**config.mk**
```make
export PLATFORM = sky130hd
export DESIGN_NAME = oled_spi_stream_flat
export DESIGN_NICKNAME = d
export VERILOG_FILES = /design/src/rtl/oled_pkg.sv /design/src/rtl/oled_spi_stream_if.sv /design/src/rtl/oled_init_rom.sv /design/src/rtl/oled_spi_stream.sv /design/src/flat_wrapper.sv
export SDC_FILE = /design/constraint.sdc
export NUM_CORES = 1
export LEC_CHECK = 0
export CORE_MARGIN = 1
export CORE_UTILIZATION = 50
export CTS_BUF_LIST = sky130_fd_sc_hd__clkbuf_16
export CTS_CLUSTER_DIAMETER = 200
export DETAILED_ROUTE_END_ITERATION = 8
export DONT_BUFFER_PORTS = 1
export GPL_ROUTABILITY_DRIVEN = 0
export SLEW_MARGIN = 10
export SYNTH_ARGS = -nofsm -noshare
export SYNTH_HDL_FRONTEND = slang
export SYNTH_SLANG_ARGS = --single-unit
```
**constraint.sdc**
```tcl
create_clock -name my_clk_6p25m -period 4.56 [get_ports my_clk_6p25m]
set_clock_uncertainty 0.05 [all_clocks]
set_input_delay 0.912 -clock my_clk_6p25m [delete_from_list [all_inputs] [get_ports my_clk_6p25m]]
set_output_delay 0.912 -clock my_clk_6p25m [all_outputs]
set_load 0.01 [all_outputs]
```
**src/rtl/oled_pkg.sv**
```systemverilog
// Shared constants, FSM state type and SPI frame lengths
// for the SSD1331 (PmodOLEDrgb) pixel streamer.
package oled_pkg;

  localparam int OLED_W    = 96;
  localparam int OLED_H    = 64;
  localparam int OLED_NPIX = OLED_W * OLED_H;

  localparam logic [7:0] CMD_DISPLAY_OFF = 8'hAE;
  localparam logic [7:0] CMD_DISPLAY_ON  = 8'hAF;

  localparam int BYTE_CYCLES = 18;
  localparam int PIX_CYCLES  = 32;

  typedef enum logic [2:0] {
    PWR,
    RST_LO,
    RST_HI,
    INIT,
    VCC,
    DON,
    PRIME,
    STREAM
  } oled_state_e;

endpackage

```
**src/rtl/oled_spi_stream_if.sv**
```systemverilog
// Pixel-source handshake plus PmodOLEDrgb pins.
// master = streamer, slave = pixel source / panel side.
interface oled_spi_stream_if;

  logic [15:0] pixel_data;
  logic [12:0] pixel_index;
  logic        sample_pixel;
  logic        frame_begin;
  logic        sending_pixels;
  logic        cs;
  logic        sdin;
  logic        sclk;
  logic        d_cn;
  logic        resn;
  logic        vccen;
  logic        pmoden;

  modport master (
    input  pixel_data,
    output pixel_index, sample_pixel, frame_begin,
    output sending_pixels, cs, sdin, sclk,
    output d_cn, resn, vccen, pmoden
  );

  modport slave (
    output pixel_data,
    input  pixel_index, sample_pixel, frame_begin,
    input  sending_pixels, cs, sdin, sclk,
    input  d_cn, resn, vccen, pmoden
  );

endinterface

```
**src/rtl/oled_init_rom.sv**
```systemverilog
// SSD1331 init command sequence (display off, RGB565 remap,
// contrast, timing, precharge). Unused addresses read NOP.
module oled_init_rom
  import oled_pkg::*;
(
  input  logic [5:0] addr_i,
  output logic [7:0] data_o
);

  always_comb begin
    data_o = 8'hE3;
    case (addr_i)
      6'd0:  data_o = CMD_DISPLAY_OFF;
      6'd1:  data_o = 8'hA0;
      6'd2:  data_o = 8'h72;
      6'd3:  data_o = 8'hA1;
      6'd4:  data_o = 8'h00;
      6'd5:  data_o = 8'hA2;
      6'd6:  data_o = 8'h00;
      6'd7:  data_o = 8'hA4;
      6'd8:  data_o = 8'hA8;
      6'd9:  data_o = 8'h3F;
      6'd10: data_o = 8'hAD;
      6'd11: data_o = 8'h8E;
      6'd12: data_o = 8'hB0;
      6'd13: data_o = 8'h0B;
      6'd14: data_o = 8'hB1;
      6'd15: data_o = 8'h31;
      6'd16: data_o = 8'hB3;
      6'd17: data_o = 8'hF0;
      6'd18: data_o = 8'h8A;
      6'd19: data_o = 8'h64;
      6'd20: data_o = 8'h8B;
      6'd21: data_o = 8'h78;
      6'd22: data_o = 8'h8C;
      6'd23: data_o = 8'h64;
      6'd24: data_o = 8'hBB;
      6'd25: data_o = 8'h3A;
      6'd26: data_o = 8'hBE;
      6'd27: data_o = 8'h3E;
      6'd28: data_o = 8'h87;
      6'd29: data_o = 8'h06;
      6'd30: data_o = 8'h81;
      6'd31: data_o = 8'h91;
      6'd32: data_o = 8'h82;
      6'd33: data_o = 8'h50;
      6'd34: data_o = 8'h83;
      6'd35: data_o = 8'h7D;
      6'd36: data_o = 8'hB9;
      6'd37: data_o = 8'h2E;
      default: data_o = 8'hE3;
    endcase
  end

endmodule

```
**src/rtl/oled_spi_stream.sv**
```systemverilog
// SSD1331 power-up, init and continuous RGB565 pixel streamer.
// OLED_TEST_PATTERN_EN: latch an internal x/y colour ramp.
module oled_spi_stream
  import oled_pkg::*;
#(
  parameter int RST_CYCLES = 20,
  parameter int PWR_WAIT   = 125000,
  parameter int VCC_WAIT   = 625000,
  parameter int INIT_LEN   = 38,
  parameter int NPIX       = OLED_NPIX
) (
  input logic my_clk_6p25m,
  input logic oled_reset,
  oled_spi_stream_if.master bus
);

  localparam int W1   = PWR_WAIT > VCC_WAIT ? PWR_WAIT : VCC_WAIT;
  localparam int WMAX = W1 > RST_CYCLES ? W1 : RST_CYCLES;
  localparam int CW   = $clog2(WMAX + 1);

  typedef logic [CW-1:0] cnt_t;

  localparam cnt_t        PWR_END   = cnt_t'(PWR_WAIT);
  localparam cnt_t        RST_END   = cnt_t'(RST_CYCLES - 1);
  localparam cnt_t        VCC_END   = cnt_t'(VCC_WAIT - 1);
  localparam logic [5:0]  INIT_LAST = 6'(INIT_LEN - 1);
  localparam logic [12:0] PIX_LAST  = 13'(NPIX - 1);
  localparam logic [4:0]  BYTE_LAST = 5'(BYTE_CYCLES - 1);
  localparam logic [4:0]  SLOT_LAST = 5'(PIX_CYCLES - 1);

  oled_state_e state_q, state_d;
  cnt_t        cnt_q, cnt_d;
  logic [4:0]  k_q, k_d;
  logic [5:0]  byte_q, byte_d;
  logic [12:0] pix_q, pix_d;
  logic [15:0] shreg_q, shreg_d;
  logic        latch;

  logic        cs_q, cs_d, sdin_q, sdin_d, sclk_q, sclk_d;
  logic        dcn_q, dcn_d, resn_q, resn_d;
  logic        vccen_q, vccen_d, pmoden_q, pmoden_d;
  logic        samp_q, samp_d, fb_q, fb_d, send_q, send_d;
  logic [12:0] idx_q, idx_d;

  logic [7:0]  rom_byte;
  logic [7:0]  cmd;
  logic [15:0] colour;

`ifdef OLED_TEST_PATTERN_EN
  function automatic logic [15:0] pattern(input logic [12:0] idx);
    logic [12:0] y, x;
    y = idx / 13'(OLED_W);
    x = idx - y * 13'(OLED_W);
    return {x[6:2], y[5:0], 5'b0};
  endfunction

  logic unused_pix;
  assign unused_pix = ^bus.pixel_data;
  assign colour     = pattern(idx_q);
`else
  assign colour = bus.pixel_data;
`endif

  oled_init_rom u_rom (
    .addr_i (byte_d),
    .data_o (rom_byte)
  );

  always_comb begin
    state_d = state_q;
    cnt_d   = cnt_q;
    k_d     = k_q;
    byte_d  = byte_q;
    pix_d   = pix_q;
    shreg_d = shreg_q;
    latch   = 1'b0;
    unique case (state_q)
      PWR: begin
        cnt_d = cnt_q + cnt_t'(1);
        if (cnt_q == PWR_END) begin
          state_d = RST_LO;
          cnt_d   = '0;
        end
      end
      RST_LO, RST_HI: begin
        cnt_d = cnt_q + cnt_t'(1);
        if (cnt_q == RST_END) begin
          state_d = (state_q == RST_LO) ? RST_HI : INIT;
          cnt_d   = '0;
          k_d     = '0;
          byte_d  = '0;
        end
      end
      INIT: begin
        k_d = k_q + 5'd1;
        if (k_q == BYTE_LAST) begin
          k_d = '0;
          if (byte_q == INIT_LAST) state_d = VCC;
          else byte_d = byte_q + 6'd1;
        end
      end
      VCC: begin
        cnt_d = cnt_q + cnt_t'(1);
        if (cnt_q == VCC_END) begin
          state_d = DON;
          cnt_d   = '0;
          k_d     = '0;
        end
      end
      DON: begin
        k_d = k_q + 5'd1;
        if (k_q == BYTE_LAST) begin
          state_d = PRIME;
          k_d     = '0;
        end
      end
      PRIME: begin
        k_d = k_q + 5'd1;
        if (k_q == SLOT_LAST) begin
          state_d = STREAM;
          pix_d   = '0;
          latch   = 1'b1;
        end
      end
      STREAM: begin
        k_d = k_q + 5'd1;
        if (k_q == SLOT_LAST) begin
          latch = 1'b1;
          pix_d = (pix_q == PIX_LAST) ? '0 : pix_q + 13'd1;
        end
      end
      default: state_d = PWR;
    endcase
    if (latch) shreg_d = colour;
  end

  // Outputs are registered from the next state so pins are glitch-free
  always_comb begin
    cs_d     = 1'b1;
    sdin_d   = 1'b0;
    sclk_d   = 1'b1;
    dcn_d    = 1'b0;
    resn_d   = 1'b1;
    vccen_d  = 1'b0;
    pmoden_d = 1'b1;
    idx_d    = '0;
    samp_d   = 1'b0;
    fb_d     = 1'b0;
    send_d   = 1'b0;
    cmd      = (state_d == DON) ? CMD_DISPLAY_ON : rom_byte;
    unique case (state_d)
      PWR, RST_HI: ;
      RST_LO: resn_d = 1'b0;
      INIT, DON: begin
        vccen_d = (state_d == DON);
        if (k_d < 5'd16) begin
          cs_d   = 1'b0;
          sclk_d = k_d[0];
          sdin_d = cmd[3'd7 - k_d[3:1]];
        end
      end
      VCC: vccen_d = 1'b1;
      PRIME: begin
        vccen_d = 1'b1;
        samp_d  = (k_d == SLOT_LAST);
      end
      STREAM: begin
        vccen_d = 1'b1;
        cs_d    = 1'b0;
        dcn_d   = 1'b1;
        sclk_d  = k_d[0];
        sdin_d  = shreg_d[4'd15 - k_d[4:1]];
        idx_d   = (pix_d == PIX_LAST) ? '0 : pix_d + 13'd1;
        samp_d  = (k_d == SLOT_LAST);
        fb_d    = (k_d == 5'd0) && (pix_d == '0);
        send_d  = 1'b1;
      end
      default: ;
    endcase
  end

  always_ff @(posedge my_clk_6p25m) begin
    if (oled_reset) begin
      state_q  <= PWR;
      cnt_q    <= '0;
      k_q      <= '0;
      byte_q   <= '0;
      pix_q    <= '0;
      shreg_q  <= '0;
      cs_q     <= 1'b1;
      sdin_q   <= 1'b0;
      sclk_q   <= 1'b1;
      dcn_q    <= 1'b0;
      resn_q   <= 1'b1;
      vccen_q  <= 1'b0;
      pmoden_q <= 1'b0;
      idx_q    <= '0;
      samp_q   <= 1'b0;
      fb_q     <= 1'b0;
      send_q   <= 1'b0;
    end else begin
      state_q  <= state_d;
      cnt_q    <= cnt_d;
      k_q      <= k_d;
      byte_q   <= byte_d;
      pix_q    <= pix_d;
      shreg_q  <= shreg_d;
      cs_q     <= cs_d;
      sdin_q   <= sdin_d;
      sclk_q   <= sclk_d;
      dcn_q    <= dcn_d;
      resn_q   <= resn_d;
      vccen_q  <= vccen_d;
      pmoden_q <= pmoden_d;
      idx_q    <= idx_d;
      samp_q   <= samp_d;
      fb_q     <= fb_d;
      send_q   <= send_d;
    end
  end

  assign bus.cs             = cs_q;
  assign bus.sdin           = sdin_q;
  assign bus.sclk           = sclk_q;
  assign bus.d_cn           = dcn_q;
  assign bus.resn           = resn_q;
  assign bus.vccen          = vccen_q;
  assign bus.pmoden         = pmoden_q;
  assign bus.pixel_index    = idx_q;
  assign bus.sample_pixel   = samp_q;
  assign bus.frame_begin    = fb_q;
  assign bus.sending_pixels = send_q;

endmodule

```
**src/flat_wrapper.sv**
```systemverilog
// flat-port wrapper written by rule: the top's interface ports become plain ports
module oled_spi_stream_flat import oled_pkg::*;
#(
  parameter int RST_CYCLES = 20,
  parameter int PWR_WAIT   = 125000,
  parameter int VCC_WAIT   = 625000,
  parameter int INIT_LEN   = 38,
  parameter int NPIX       = OLED_NPIX
)
  (my_clk_6p25m, oled_reset, bus_pixel_data, bus_pixel_index, bus_sample_pixel, bus_frame_begin, bus_sending_pixels, bus_cs, bus_sdin, bus_sclk, bus_d_cn, bus_resn, bus_vccen, bus_pmoden);
  oled_spi_stream_if bus_i ();
  input logic my_clk_6p25m;
  input logic oled_reset;
  input wire logic [$bits(bus_i.pixel_data)-1:0] bus_pixel_data;
  output wire logic [$bits(bus_i.pixel_index)-1:0] bus_pixel_index;
  output wire logic [$bits(bus_i.sample_pixel)-1:0] bus_sample_pixel;
  output wire logic [$bits(bus_i.frame_begin)-1:0] bus_frame_begin;
  output wire logic [$bits(bus_i.sending_pixels)-1:0] bus_sending_pixels;
  output wire logic [$bits(bus_i.cs)-1:0] bus_cs;
  output wire logic [$bits(bus_i.sdin)-1:0] bus_sdin;
  output wire logic [$bits(bus_i.sclk)-1:0] bus_sclk;
  output wire logic [$bits(bus_i.d_cn)-1:0] bus_d_cn;
  output wire logic [$bits(bus_i.resn)-1:0] bus_resn;
  output wire logic [$bits(bus_i.vccen)-1:0] bus_vccen;
  output wire logic [$bits(bus_i.pmoden)-1:0] bus_pmoden;
  assign bus_i.pixel_data = bus_pixel_data;
  assign bus_pixel_index = bus_i.pixel_index;
  assign bus_sample_pixel = bus_i.sample_pixel;
  assign bus_frame_begin = bus_i.frame_begin;
  assign bus_sending_pixels = bus_i.sending_pixels;
  assign bus_cs = bus_i.cs;
  assign bus_sdin = bus_i.sdin;
  assign bus_sclk = bus_i.sclk;
  assign bus_d_cn = bus_i.d_cn;
  assign bus_resn = bus_i.resn;
  assign bus_vccen = bus_i.vccen;
  assign bus_pmoden = bus_i.pmoden;
  oled_spi_stream #(.RST_CYCLES(RST_CYCLES), .PWR_WAIT(PWR_WAIT), .VCC_WAIT(VCC_WAIT), .INIT_LEN(INIT_LEN), .NPIX(NPIX)) u_core (.my_clk_6p25m(my_clk_6p25m), .oled_reset(oled_reset), .bus(bus_i));
endmodule
```
==> impl_metrics.toml, run 1 <==
[synthesis]
synth_cell_type_count = 88
synthAdderAreaFrac = 0.04265
ys_seq_area_frac = 0.3223
synth_edf_count = 0
synth_top_cells_by_area = "dfxtp_1 (32%), nor2_1 (6.3%), nand2_1 (5.8%), ha_1 (4.3%), a21oi_1 (3.8%)"
synth_xor_area_frac = 0.04645
synth_compound_area_frac = 0.1801
synthSimpleGateAreaFrac = 0.2827
synth_top_family_by_area = "simple AND/OR/NAND/NOR gates"
synth_top_area_frac = 0.3223
netlist_area_um2 = 5280
ys_ff_latch = 85
syn-num-nets = 685
yosysTopAreaCell = "dfxtp_1"
post_synth.cell_area_avg_um2 = 8.136
syn_inst = 649
async_reset_ff_frac = 0
ys.flop_type = "dfxtp_1"
synthMuxAreaShare = 0.06493
yosys_warnings = 0

[sta]
worst_slew_pin_slew_ps = 946.0
fmax_ghz = 0.2401
setup_tns_ps = 0
report.final.slew_viol_count = 0
hold_viol = 0
setup_viol = 0
rsz0062_at_grt = "no"
post-route-min-period_ps = 4165
min_period_over_period = 0.9135
slew_headroom = 0.3655

[layout]
diodes = 0
drive_above_1_share = 0.1034
area_growth_pct = 5.498
final_area_um2 = 5570
nNetsFinal = 670

[global_route]
antenna_found_initial = 0
overflow = 0
grt_max_degree = 42
grt.total_usage = 0.2389
grt_pass1_wl_mm = 21.10
grt_pass1_vias = 4255

[routing]
vias = 4568
routedWlPerCell_um = 16.06
ant_nets = 0
avgViaCountPerCell = 5.902
routed_wl_mm = 12.43
drc_errors = 0
dr.pass1.iters = 7
drt_iter0_markers = 299

[floorplanning]
die_w_um = 104.8
start_util = 0.5138
die-area_um2 = 10970
io_pins = 41
rows = 37
core-area_um2 = 10280
die_h_um = 104.8

[setup_path]
arrival_ps = 4320
slowest_delay_ps = 560
cp_max_fo = 9
crit_type = "reg -> reg"
end_kind = "register"
cp-start-kind = "register"
crit_path_frequent_cell = "ha_1"
critical_path.slowest_cell = "nor2_1"
worstPathCellList = "ha_1, nor4b_2, nand4_1, o21ai_1, a31oi_1, nor2_1, inv_1, ha_1, or3_1, a31o_1, a211oi_1, o221a_1, a2111o_1, o311ai_2"
required_ps = 4710
worst_r2r_path_depth = 14

[flow_run]
maxCapViolCount = 0

[clock_network]
cts.sinks = 85
clk_pin_slew_ps = 60
postCtsSetupRepairBufs = 0
cts_tree = "built"
cts_buffers = 9
hold_buffers = 0
cts_buffer_depth = 2
cts_resized = 0
cts_root_buf = "clkbuf_16"
worstSkewPairLatency_ps = 350
htree_levels = 3

[run_status]
outcome = "complete, no violations"

[worst_hold_path]
holdPathStages = 2
hold_path_class = "reg -> reg"

[placed_design]
portBuffers = 0
placed_cell_area_um2 = 5306
place_hpwl_mm = 8.808

[power_and_ir_drop]
leakage_nw = 2.000
ir_worst_vdd_uv = 173.4
power_density_nw_per_um2 = 258.7
==> sequential cells by signal (all words and copies together), names as in the netlist <==
name,cells
u_core.shreg_q,16
u_core.bus.cs,1
u_core.bus.resn,1
u_core.byte_q,6
u_core.bus.sclk,1
u_core.k_q,5
u_core.cnt_q,20
u_core.bus.vccen,1
u_core.bus.sdin,1
u_core.bus.pmoden,1
u_core.bus.sample_pixel,1
u_core.state_q,3
u_core.bus.d_cn,1
u_core.pix_q,13
u_core.bus.frame_begin,1
u_core.bus.pixel_index,13
==> stage by stage <==
stage | util | std cells | total power [mW] | worst slack, ps | hold WS [ps]
6_report | 0.5420 | 774 | 1.441 | 394.7 | 398.6
5_1_grt | 0.5420 | 774 | 1.487 | 142.2 | 416.2
4_1_cts | 0.5420 | 774 | 1.458 | 471.1 | 398.6
3_5_place_dp | 0.5163 | 759 | 0.7814 | 494.1 | 390.2
3_3_place_gp | 0.5163 | 759 | 0.7805 | 675.1 | 382.5
2_1_floorplan | - | 649 | 0.7814 | 1050 | 383.2
==> placed cells by master, fill, tap and decap left out, types with 8 or more instances in the layout <==
cell / n
nor2_1: 88
dfxtp_1: 85
nand2_1: 81
a21oi_1: 40
inv_1: 30
nand3_1: 20
xnor2_1: 19
ha_1: 18
o21ai_0: 16
nor3_1: 15
mux2i_1: 14
nand4_1: 12
and2_1: 11
nor4_1: 9
xor2_1: 9
clkbuf_16: 9
o21ai_1: 8
a211oi_1: 8
or3_1: 8
mux4_2: 8
==> final cells by class <==
cell class              instances  area, µm²
fillers                       989       4707
multi-input cells             500       3257
flip-flops and latches         85       1702
clock buffers                   9      225.2
well taps                     136      170.2
inverters                      32      132.6
repair buffers                  6      45.04
clock inverters                 6      38.79
==> path summary, 6_finish.rpt <==
| check | slack [ps] | from | endpoint |
|---|---|---|---|
| min reg2reg | 400 | u_core.shreg_q[8] | u_core.shreg_q[8] |
| max reg2reg | 390 | u_core.cnt_q[0] | u_core.bus.sdin |
| max | 390 | u_core.cnt_q[0] | u_core.bus.sdin |
| min | 400 | u_core.shreg_q[8] | u_core.shreg_q[8] |
==> cells in the mapped netlist, drive strengths merged (15+ instances only) <==
| library cell | count |
|---|---|
| nand2 | 83 |
| dfxtp | 85 |
| nor2 | 88 |
| buf | 15 |
| nor3 | 17 |
| xnor2 | 19 |
| inv | 31 |
| nand3 | 22 |
| ha | 18 |
| o21ai | 24 |
| a21oi | 41 |
| clkbuf | 17 |
==> metal layers <==
metal | vias up | global-route usage | share of wire
met5 | - | 0 | 0
met4 | 0 | 0.1026 | 0.024
met3 | 30 | 0.03805 | 0.063
met2 | 147 | 0.3657 | 0.44
met1 | 2109 | 0.3326 | 0.48
li1 | 2282 | - | -
==> cell families (layout without fill, tap and decap cells) <==
| kind of cell | after synthesis | count (layout) |
|---|---|---|
| fa+ha+maj | 18 | 18 |
| xor+xnor | 28 | 28 |
| compound gates | 135 | 135 |
| flops | 85 | 85 |
| buf+inv | 64 | 53 |
| mux | 24 | 24 |
| simple gates | 295 | 295 |
==> critical path, delay by kind of cell (launching register included) <==
kind            cells  cell delay, ps
fa+ha+maj           2             530
simple gates        4            1520
compound gates      7            1320
buf+inv             1             210
flops               1             400
==> power by group <==
group | switching, mW | internal (mW) | total, mW
registers | 0.00318 | 0.745 | 0.748
logic | 0.00849 | 0.00776 | 0.0162
clock network | 0.312 | 0.365 | 0.677
No activity file was read; power rests on OpenSTA's default activity.
==> inputs of run 2 (changes only) <==
CORE_MARGIN = 8   (was 1)
PLACE_DENSITY = 0.62   (was unset)
==> impl_metrics.toml, run 2 (same netlist as run 1, synthesis figures left out) <==
[run_status]
outcome = "complete, no violations"

[global_route]
grt.total_usage = 0.1823
grt_pass1_vias = 4452
antenna_found_initial = 0
grt_max_degree = 42
grt_pass1_wl_mm = 21.69
overflow = 0

[layout]
regMostFlops = "u_core.cnt_q"
reg_top3 = "u_core.cnt_q: 20 flops, u_core.shreg_q: 16 flops"
drive_above_1_share = 0.1034
diodes = 0
area_growth_pct = 5.687
most-common-layout-cells = "nor2_1 (88), dfxtp_1 (85), nand2_1 (81), a21oi_1 (40), inv_1 (30)"
final_area_um2 = 5580
nNetsFinal = 669
final_common_cell = "nor2_1"
largest_reg_flops = 20
fin_cells = 774

[routing]
vias = 4598
routed_wl_mm = 12.76
drt_iter0_markers = 378
ant_nets = 0
avgViaCountPerCell = 5.941
drc_errors = 0
dr.pass1.iters = 5
routedWlPerCell_um = 16.48

[power_and_ir_drop]
switching_share = 0.2310
p_seq_frac = 0.509
power_mw = 1.468
power_density_nw_per_um2 = 263.0
clkPwrFrac = 0.479
ir_worst_vdd_uv = 152.7
leakage_nw = 1.996
netSwitchingPower_uw = 339.0
intPower_mw = 1.129
power_frac_comb = 0.011

[sta]
hold_slack_ps = 402.1
worst_slew_pin_slew_ps = 945.5
rsz0062_at_grt = "no"
report.final.slew_viol_count = 0
setup_tns_ps = 0
setup_viol = 0
min_period_over_period = 0.8039
fmax_ghz = 0.2728
slew_headroom = 0.3658
hold_viol = 0
post-route-min-period_ps = 3666

[setup_path]
cp-start-kind = "register"
required_ps = 4700
r2r_end = "u_core.bus.sdin"
cp_max_fo = 9
arrival_ps = 3810
end_kind = "register"
r2r_start = "u_core.cnt_q[0]"
worst_r2r_path_depth = 15
reg2reg_slack_ps = 890
crit_type = "reg -> reg"

[worst_hold_path]
holdPathStages = 2
hold_path_class = "reg -> reg"
hold_start = "u_core.shreg_q[0]"
min_to = "u_core.shreg_q[0]"

[clock_network]
cts_tree = "built"
clk_pin_slew_ps = 70
cts.sinks = 85
cts_buffers = 9
cts_resized = 0
cts_root_buf = "clkbuf_16"
worstSkewPairLatency_ps = 340
htree_levels = 3
cts_buffer_depth = 2
postCtsSetupRepairBufs = 0
hold_buffers = 0

[placed_design]
place_hpwl_mm = 9.202
placed_cell_area_um2 = 5299
portBuffers = 0
dp.cells = 758

[floorplanning]
core-area_um2 = 10280
start_util = 0.5138
die_w_um = 118.8
die_h_um = 118.8
io_pins = 41
rows = 37
die-area_um2 = 14100

[flow_run]
maxCapViolCount = 0
run 2: changes by cell type in the layout (fill, tap and decap cells not counted):
cell / change
clkinv_2: -2
clkinvlp_4: +1
inv_8: +1
buf_4: -1
inv_6: +1
run 2: routing by layer:
layer / vias to the layer above / global-route usage / routed length (µm)
li1: 2276 / - / -
met1: 2178 / 0.2331 / 5912
met2: 128 / 0.2911 / 5794
met3: 16 / 0.04902 / 848
met4: 0 / 0.06087 / 202
met5: - / 0 / 0
run 2: worst max-delay path by stage:
stage	cells after the start	slack [ps]	start	to
final	15	890	u_core.cnt_q[0]	u_core.bus.sdin
after global routing	12	570	u_core.k_q[0]	u_core.bus.pixel_index[11]
after CTS	15	920	u_core.cnt_q[0]	u_core.bus.sdin
after detailed placement	15	930	u_core.cnt_q[0]	u_core.bus.sdin
after global placement	13	970	u_core.state_q[2]	u_core.bus.sdin
after floorplan	14	1050	u_core.cnt_q[0]	u_core.bus.sdin
run 2: power by group through the flow:
stage / clock network (mW) / logic (mW) / registers, mW
after floorplan: 0 / 0.0172 / 0.764
after global placement: 0 / 0.0163 / 0.765
after detailed placement: 0 / 0.0166 / 0.765
after CTS: 0.721 / 0.0167 / 0.748
after global routing: 0.748 / 0.0189 / 0.748
final: 0.704 / 0.0164 / 0.748
run 2: final cells by class:
| class | count | area (µm²) |
|---|---|---|
| Fill cell | 1006 | 4697 |
| Multi-Input combinational cell | 500 | 3257 |
| Timing Repair Buffer | 5 | 37.54 |
| Tap cell | 136 | 170.2 |
| Clock buffer | 9 | 225.2 |
| Sequential cell | 85 | 1702 |
| Inverter | 32 | 132.6 |
| Clock inverter | 7 | 56.30 |
run 2: stage by stage:
stage                     utilization  setup WS [ps]
after floorplan                     -           1050
after global placement         0.5156          974.8
after detailed placement       0.5156          928.9
after CTS                      0.5430          915.2
after global routing           0.5430          568.0
final                          0.5430          894.4
run 2: critical path, cell delays in order, from the launching register on:
cell,delay (ps)
dfxtp_1,390
ha_1,210
nor4b_2,270
nand4_1,260
o21ai_1,250
a31oi_1,160
nor2_1,130
buf_4,180
inv_1,100
ha_1,270
or3_1,390
a31o_1,230
a211oi_1,230
o221a_1,220
a2111o_1,100
o311ai_2,90
